===== src/rtl/regfile_arbiter_if.sv =====
// ============================================================================
// Module   : regfile_arbiter_if
// Purpose  : Core, debug and register-file signals seen by regfile_arbiter.
// Revision : 1.0
// ============================================================================
`default_nettype none

interface regfile_arbiter_if;
   logic       core_we;
   logic [3:0] core_wa;
   logic [7:0] core_wd;
   logic [3:0] core_ra1;
   logic       core_stall;
   logic       dbg_req;
   logic       dbg_wr;
   logic [3:0] dbg_addr;
   logic [7:0] dbg_wd;
   logic       dbg_ack;
   logic [7:0] dbg_rd;
   logic       rf_we3;
   logic [3:0] rf_wa3;
   logic [7:0] rf_wd3;
   logic [3:0] rf_ra1;
   logic [7:0] rf_rd1;

   // Arbiter side
   modport slave (
      input  core_we, core_wa, core_wd, core_ra1,
      input  dbg_req, dbg_wr, dbg_addr, dbg_wd,
      input  rf_rd1,
      output core_stall, dbg_ack, dbg_rd,
      output rf_we3, rf_wa3, rf_wd3, rf_ra1
   );

   // Environment side (core, debug requester, register file)
   modport master (
      output core_we, core_wa, core_wd, core_ra1,
      output dbg_req, dbg_wr, dbg_addr, dbg_wd,
      output rf_rd1,
      input  core_stall, dbg_ack, dbg_rd,
      input  rf_we3, rf_wa3, rf_wd3, rf_ra1
   );
endinterface

`default_nettype wire


===== src/rtl/regfile_arbiter.sv =====
// ============================================================================
// Module   : regfile_arbiter
// Purpose  : Shares the register file write port and read port 1 between the
//            core and a debug requester; debug steals one stalled cycle.
// Revision : 1.0
// ============================================================================
`default_nettype none

module regfile_arbiter #(
   parameter int STARVE_MAX = 4
) (
   input  logic               clk,
   input  logic               reset,
   regfile_arbiter_if.slave   bus
);

   localparam logic [2:0] c_starve_max = 3'(STARVE_MAX);

   typedef enum logic [1:0] {
      IDLE   = 2'd0,
      ACCESS = 2'd1,
      DONE   = 2'd2
   } state_t;

   state_t     r_state;
   state_t     w_state_next;
   logic [2:0] r_starve_cnt;
   logic [7:0] r_dbg_rd;
   logic       w_grant;
   logic       w_core_stall;
   logic       w_rf_we3;
   logic [3:0] w_rf_wa3;
   logic [7:0] w_rf_wd3;
   logic [3:0] w_rf_ra1;

   // Debug wins when the core leaves the write port free, or has starved it long enough
   assign w_grant = (r_state == IDLE) && bus.dbg_req &&
                    (!bus.core_we || (r_starve_cnt == c_starve_max));

   always_ff @(posedge clk) begin
      if (reset) begin
         r_state      <= IDLE;
         r_starve_cnt <= 3'd0;
         r_dbg_rd     <= 8'h00;
      end else begin
         r_state <= w_state_next;
         if (!bus.dbg_req || w_grant) begin
            r_starve_cnt <= 3'd0;
         end else if ((r_state == IDLE) && bus.core_we && (r_starve_cnt != c_starve_max)) begin
            r_starve_cnt <= r_starve_cnt + 3'd1;
         end
         // Read port sees the pre-write contents, so writes return the old value
         if (r_state == ACCESS) begin
            r_dbg_rd <= bus.rf_rd1;
         end
      end
   end

   always_comb begin
      w_state_next = r_state;
      w_core_stall = 1'b0;
      w_rf_we3     = bus.core_we;
      w_rf_wa3     = bus.core_wa;
      w_rf_wd3     = bus.core_wd;
      w_rf_ra1     = bus.core_ra1;
      case (r_state)
         IDLE: begin
            if (w_grant) begin
               w_state_next = ACCESS;
            end
         end
         ACCESS: begin
            w_core_stall = 1'b1;
            w_rf_we3     = bus.dbg_wr;
            w_rf_wa3     = bus.dbg_addr;
            w_rf_wd3     = bus.dbg_wd;
            w_rf_ra1     = bus.dbg_addr;
            w_state_next = DONE;
         end
         DONE: begin
            w_state_next = IDLE;
         end
         default: begin
            w_state_next = IDLE;
         end
      endcase
      // Reset freezes the core and blocks every write, including a debug one in flight
      if (reset) begin
         w_core_stall = 1'b1;
         w_rf_we3     = 1'b0;
         w_rf_wa3     = bus.core_wa;
         w_rf_wd3     = bus.core_wd;
         w_rf_ra1     = bus.core_ra1;
      end
   end

   assign bus.core_stall = w_core_stall;
   assign bus.rf_we3     = w_rf_we3;
   assign bus.rf_wa3     = w_rf_wa3;
   assign bus.rf_wd3     = w_rf_wd3;
   assign bus.rf_ra1     = w_rf_ra1;
   assign bus.dbg_ack    = (r_state == DONE) && !reset;
   assign bus.dbg_rd     = r_dbg_rd;

endmodule

`default_nettype wire


===== src/flat_wrapper.sv =====
// flat-port wrapper written by rule: the top's interface ports become plain ports
module regfile_arbiter_flat 
#(
   parameter int STARVE_MAX = 4
)
  (clk, reset, bus_core_we, bus_core_wa, bus_core_wd, bus_core_ra1, bus_dbg_req, bus_dbg_wr, bus_dbg_addr, bus_dbg_wd, bus_rf_rd1, bus_core_stall, bus_dbg_ack, bus_dbg_rd, bus_rf_we3, bus_rf_wa3, bus_rf_wd3, bus_rf_ra1);
  regfile_arbiter_if bus_i ();
  input  logic clk;
  input  logic reset;
  input wire logic [$bits(bus_i.core_we)-1:0] bus_core_we;
  input wire logic [$bits(bus_i.core_wa)-1:0] bus_core_wa;
  input wire logic [$bits(bus_i.core_wd)-1:0] bus_core_wd;
  input wire logic [$bits(bus_i.core_ra1)-1:0] bus_core_ra1;
  input wire logic [$bits(bus_i.dbg_req)-1:0] bus_dbg_req;
  input wire logic [$bits(bus_i.dbg_wr)-1:0] bus_dbg_wr;
  input wire logic [$bits(bus_i.dbg_addr)-1:0] bus_dbg_addr;
  input wire logic [$bits(bus_i.dbg_wd)-1:0] bus_dbg_wd;
  input wire logic [$bits(bus_i.rf_rd1)-1:0] bus_rf_rd1;
  output wire logic [$bits(bus_i.core_stall)-1:0] bus_core_stall;
  output wire logic [$bits(bus_i.dbg_ack)-1:0] bus_dbg_ack;
  output wire logic [$bits(bus_i.dbg_rd)-1:0] bus_dbg_rd;
  output wire logic [$bits(bus_i.rf_we3)-1:0] bus_rf_we3;
  output wire logic [$bits(bus_i.rf_wa3)-1:0] bus_rf_wa3;
  output wire logic [$bits(bus_i.rf_wd3)-1:0] bus_rf_wd3;
  output wire logic [$bits(bus_i.rf_ra1)-1:0] bus_rf_ra1;
  assign bus_i.core_we = bus_core_we;
  assign bus_i.core_wa = bus_core_wa;
  assign bus_i.core_wd = bus_core_wd;
  assign bus_i.core_ra1 = bus_core_ra1;
  assign bus_i.dbg_req = bus_dbg_req;
  assign bus_i.dbg_wr = bus_dbg_wr;
  assign bus_i.dbg_addr = bus_dbg_addr;
  assign bus_i.dbg_wd = bus_dbg_wd;
  assign bus_i.rf_rd1 = bus_rf_rd1;
  assign bus_core_stall = bus_i.core_stall;
  assign bus_dbg_ack = bus_i.dbg_ack;
  assign bus_dbg_rd = bus_i.dbg_rd;
  assign bus_rf_we3 = bus_i.rf_we3;
  assign bus_rf_wa3 = bus_i.rf_wa3;
  assign bus_rf_wd3 = bus_i.rf_wd3;
  assign bus_rf_ra1 = bus_i.rf_ra1;
  regfile_arbiter #(.STARVE_MAX(STARVE_MAX)) u_core (.clk(clk), .reset(reset), .bus(bus_i));
endmodule

===== config.mk =====
export PLATFORM = sky130hd
export DESIGN_NAME = regfile_arbiter_flat
export DESIGN_NICKNAME = d
export VERILOG_FILES = /design/src/rtl/regfile_arbiter_if.sv /design/src/rtl/regfile_arbiter.sv /design/src/flat_wrapper.sv
export SDC_FILE = /design/constraint.sdc
export NUM_CORES = 1
export LEC_CHECK = 0
export ABC_AREA = 1
export CAP_MARGIN = 20
export CORE_ASPECT_RATIO = 1.1
export CORE_MARGIN = 2
export CORE_UTILIZATION = 27
export CTS_CLUSTER_SIZE = 14
export DETAILED_ROUTE_END_ITERATION = 16
export GPL_ROUTABILITY_DRIVEN = 0
export PLACE_DENSITY = 0.75
export SLEW_MARGIN = 30
export SYNTH_ARGS = -nofsm -noshare
export SYNTH_HDL_FRONTEND = slang
export SYNTH_SLANG_ARGS = --single-unit

===== constraint.sdc =====
create_clock -name clk -period 1.2 [get_ports clk]
set_input_delay 0.36 -clock clk [delete_from_list [all_inputs] [get_ports clk]]
set_output_delay 0.36 -clock clk [all_outputs]
set_load 0.05 [all_outputs]

==> flow_metrics.env <==
export IMPL_status="finished, violations left"
export IMPL_failed_checks="setup timing"
export IMPL_synth_async_sr_flop_share_pct=0
export IMPL_avgSynthCellArea_sq_um=5.95
export IMPL_post_synth_inst_count=125
export IMPL_numCtsBuffers=3
export IMPL_gr_total_overflow=0
export IMPL_port_buffers=67
export IMPL_worstMarginPinSlew_ns=0.216
export IMPL_cts_buffer_depth=2
export IMPL_die_w_um=54.0
export IMPL_synthTopCellsByCount="76 x nand2_1, 13 x dfxtp_1, 11 x nand3_1, 7 x inv_1, 4 x nor2_1"
export IMPL_start_kind="register"
export IMPL_p_clk_share_pct=17.9
export IMPL_holdPathStages=3
export IMPL_fmax_ghz=0.575
export IMPL_slew_headroom_pct=85.5
export IMPL_cts_tree="yes"
export IMPL_syn2layout_area_growth_pct=195
export IMPL_criticalPathCategory="register to output port"
export IMPL_r2r_end="u_core.r_starve_cnt[0]$_SDFFE_PP0P_"
export IMPL_start_util_pct=28.9
export IMPL_dieArea_sq_um=3190
export IMPL_num_vias=1174
export IMPL_final_max_slew_viol_count=0
export IMPL_hpwl_um=2320
export IMPL_worstPathMaxFanout=6
export IMPL_synth_top_cell_area_share_pct=38.4
export IMPL_power_mw=1.49
export IMPL_grt_pass1_wl_um=5060
export IMPL_insertedDiodeCount=0
export IMPL_swShare_pct=36.0
export IMPL_core_sq_um=2570
export IMPL_synth_area_leaders="nand2_1 38%, dfxtp_1 35%, nand3_1 7.4%"
export IMPL_ir_drop_mv=0.932
export IMPL_timing_final_hold_violations=0
export IMPL_internal_power_uw=952
export IMPL_vias_per_cell=4.83
export IMPL_dr_pass1_iters=4
export IMPL_synthDistinctLibCells=15
export IMPL_dp_cells=229
export IMPL_rsz0062_at_grt="true"
export IMPL_finalNonFillerCells=243
export IMPL_htree_levels=1
export IMPL_multi_input_area_sq_um=748
export IMPL_synth_area_leader_cell="nand2_1"
export IMPL_endpoint_kind="output port"
export IMPL_track_usage_pct=21.7
export IMPL_clock_sinks=13
export IMPL_pwr_share_seq_pct=30.9
export IMPL_drc=0
export IMPL_synth_edf_count=0
export IMPL_rows=19
export IMPL_ant_nets=0
export IMPL_antenna_found_initial=0
export IMPL_ys_flop_type="dfxtp_1"
export IMPL_drt_iter0_markers=19
export IMPL_ff2ff_path_depth=5
export IMPL_ctsHoldBuffers=0
export IMPL_maxCapViolCount=0
export IMPL_synth_seq_cells=13
export IMPL_die_height_um=59.0
export IMPL_finalSetupViolations=19
export IMPL_hold_path_class="input port to register"
export IMPL_nFillCells=129
export IMPL_drive_gt1_share_pct=54.2
export IMPL_io_pins=68
export IMPL_switching_power_uw=536
export IMPL_power_frac_comb_pct=51.2
export IMPL_timing_rr_start="u_core.r_state[0]$_SDFFE_PP0P_"
export IMPL_power_density_nw_per_um2=678
export IMPL_first_global_vias=1197
export IMPL_clk_pin_slew_ns=0.07
export IMPL_r2r_setup_slack_ns=0.06
export IMPL_hold_end="u_core.r_state[0]$_SDFFE_PP0P_"
export IMPL_fin_ws_ns=-0.540
export IMPL_synth_seq_area_share_pct=35.0
export IMPL_yosys_warnings=0
export IMPL_fin_nets=256
export IMPL_required_ns=0.84
export IMPL_avgRoutedWirePerCell_um=14.2
export IMPL_period_share_pct=145
export IMPL_netlist_area_sq_um=743
export IMPL_fin_skew_ns=0.00342
export IMPL_syn_num_nets=168
export IMPL_total_leakage_power_nw=0.991
export IMPL_cts_root_buffer_cell="clkbuf_4"
export IMPL_worstPathArrival_ns=1.38
export IMPL_synth_most_common_cell="nand2_1"
export IMPL_min_from="reset"
export IMPL_grt_max_degree=17
export IMPL_routed_wl_um=3450
export IMPL_register_area_sq_um=274
export IMPL_min_period_ns=1.74
export IMPL_clock_latency_ns=0.27
-- cell type report --
type / instances / area share, %
multi-input combinational: 99 / 34.1
tap: 31 / 1.77
sequential: 13 / 12.5
clock buffer: 4 / 1.20
timing repair buffer: 87 / 48.5
inverter: 9 / 1.94
-- power by group through the flow --
stage	Sequential (mW)	Combinational (mW)	Clock [mW]
2_1_floorplan	0.493	0.292	0
3_3_place_gp	0.466	0.618	0
3_5_place_dp	0.467	0.627	0
4_1_cts	0.458	0.736	0.269
5_1_grt	0.462	0.793	0.307
6_report	0.460	0.761	0.266
-- critical path: stages (launching register included) --
cell and delay [ns]:
dfxtp_2 0.33, inv_2 0.07, nand2_4 0.05, nor2_4 0.11
buf_6 0.14, buf_8 0.13, nand2_4 0.07, nand2_4 0.08
buf_12 0.13
-- worst max-delay path by stage --
| stage | start | end | cells past startpoint |
|---|---|---|---|
| finish | u_core.r_state[1]$_SDFFE_PP0P_ | bus_rf_wa3[2] | 8 |
| global route | u_core.r_state[1]$_SDFFE_PP0P_ | bus_rf_wd3[5] | 8 |
| CTS | u_core.r_state[1]$_SDFFE_PP0P_ | bus_rf_wa3[2] | 8 |
| detailed placement | reset | bus_rf_wa3[1] | 6 |
| global placement | reset | bus_rf_wa3[1] | 6 |
| floorplan | reset | bus_dbg_ack | 1 |
-- through the flow --
step	worst slack (ns)	util [%]	TNS, ns	instance area, sq um	hold WS [ns]
after floorplan	-0.164	-	-2.31	940	0.425
after global placement	-0.787	69.5	-17.57	1780	0.472
after detailed placement	-0.845	69.5	-18.67	1780	0.475
after CTS	-0.533	82.1	-9.42	2110	0.417
after global routing	-0.613	85.5	-10.77	2190	0.419
final	-0.540	85.5	-9.38	2190	0.434
-- state kept, by name, indices dropped and copies added (netlist names) --
name                 cells
u_core.bus.dbg_rd        8
u_core.r_starve_cnt      3
u_core.r_state           2
-- cell families after synthesis --
group                    after synthesis  synth area share [%]
flip-flops                            13                  35.0
buffers and inverters                 13                  8.75
AO/OA/AOI/OAI                          3                  2.02
adder cells (fa/ha/maj)                2                  3.37
AND/OR/NAND/NOR                       94                  50.8
-- timing repair --
item                                    in CTS  in global routing
endpoints found under the setup margin      29                 30
setup buffers                                8                  4
gates resized for setup                     70                 22
cloned                                       1                  0
pin swaps                                    4                  4
hold endpoints to repair                     0                  0
-- metal layers --
layer | track usage (%) | routed length [um] | vias up
met1 | 18.8 | 1060 | 549
met2 | 45.5 | 1940 | 66
met4 | 5.36 | 19 | 0
li1 | - | - | 557
met5 | 0 | 0 | -
met3 | 6.57 | 423 | 2
-- layout by cell type (no fill, tap or decap), drive strengths merged --
master	count
nand4	1
nand2	76
dfxtp	13
a21oi	3
buf	48
nor2	5
nor3	1
dlymetal6s2s	1
nand3	11
clkinv	1
inv	8
clkdlybuf4s50	38
ha	2
clkbuf	4
Power figures use the tool's default switching activity.
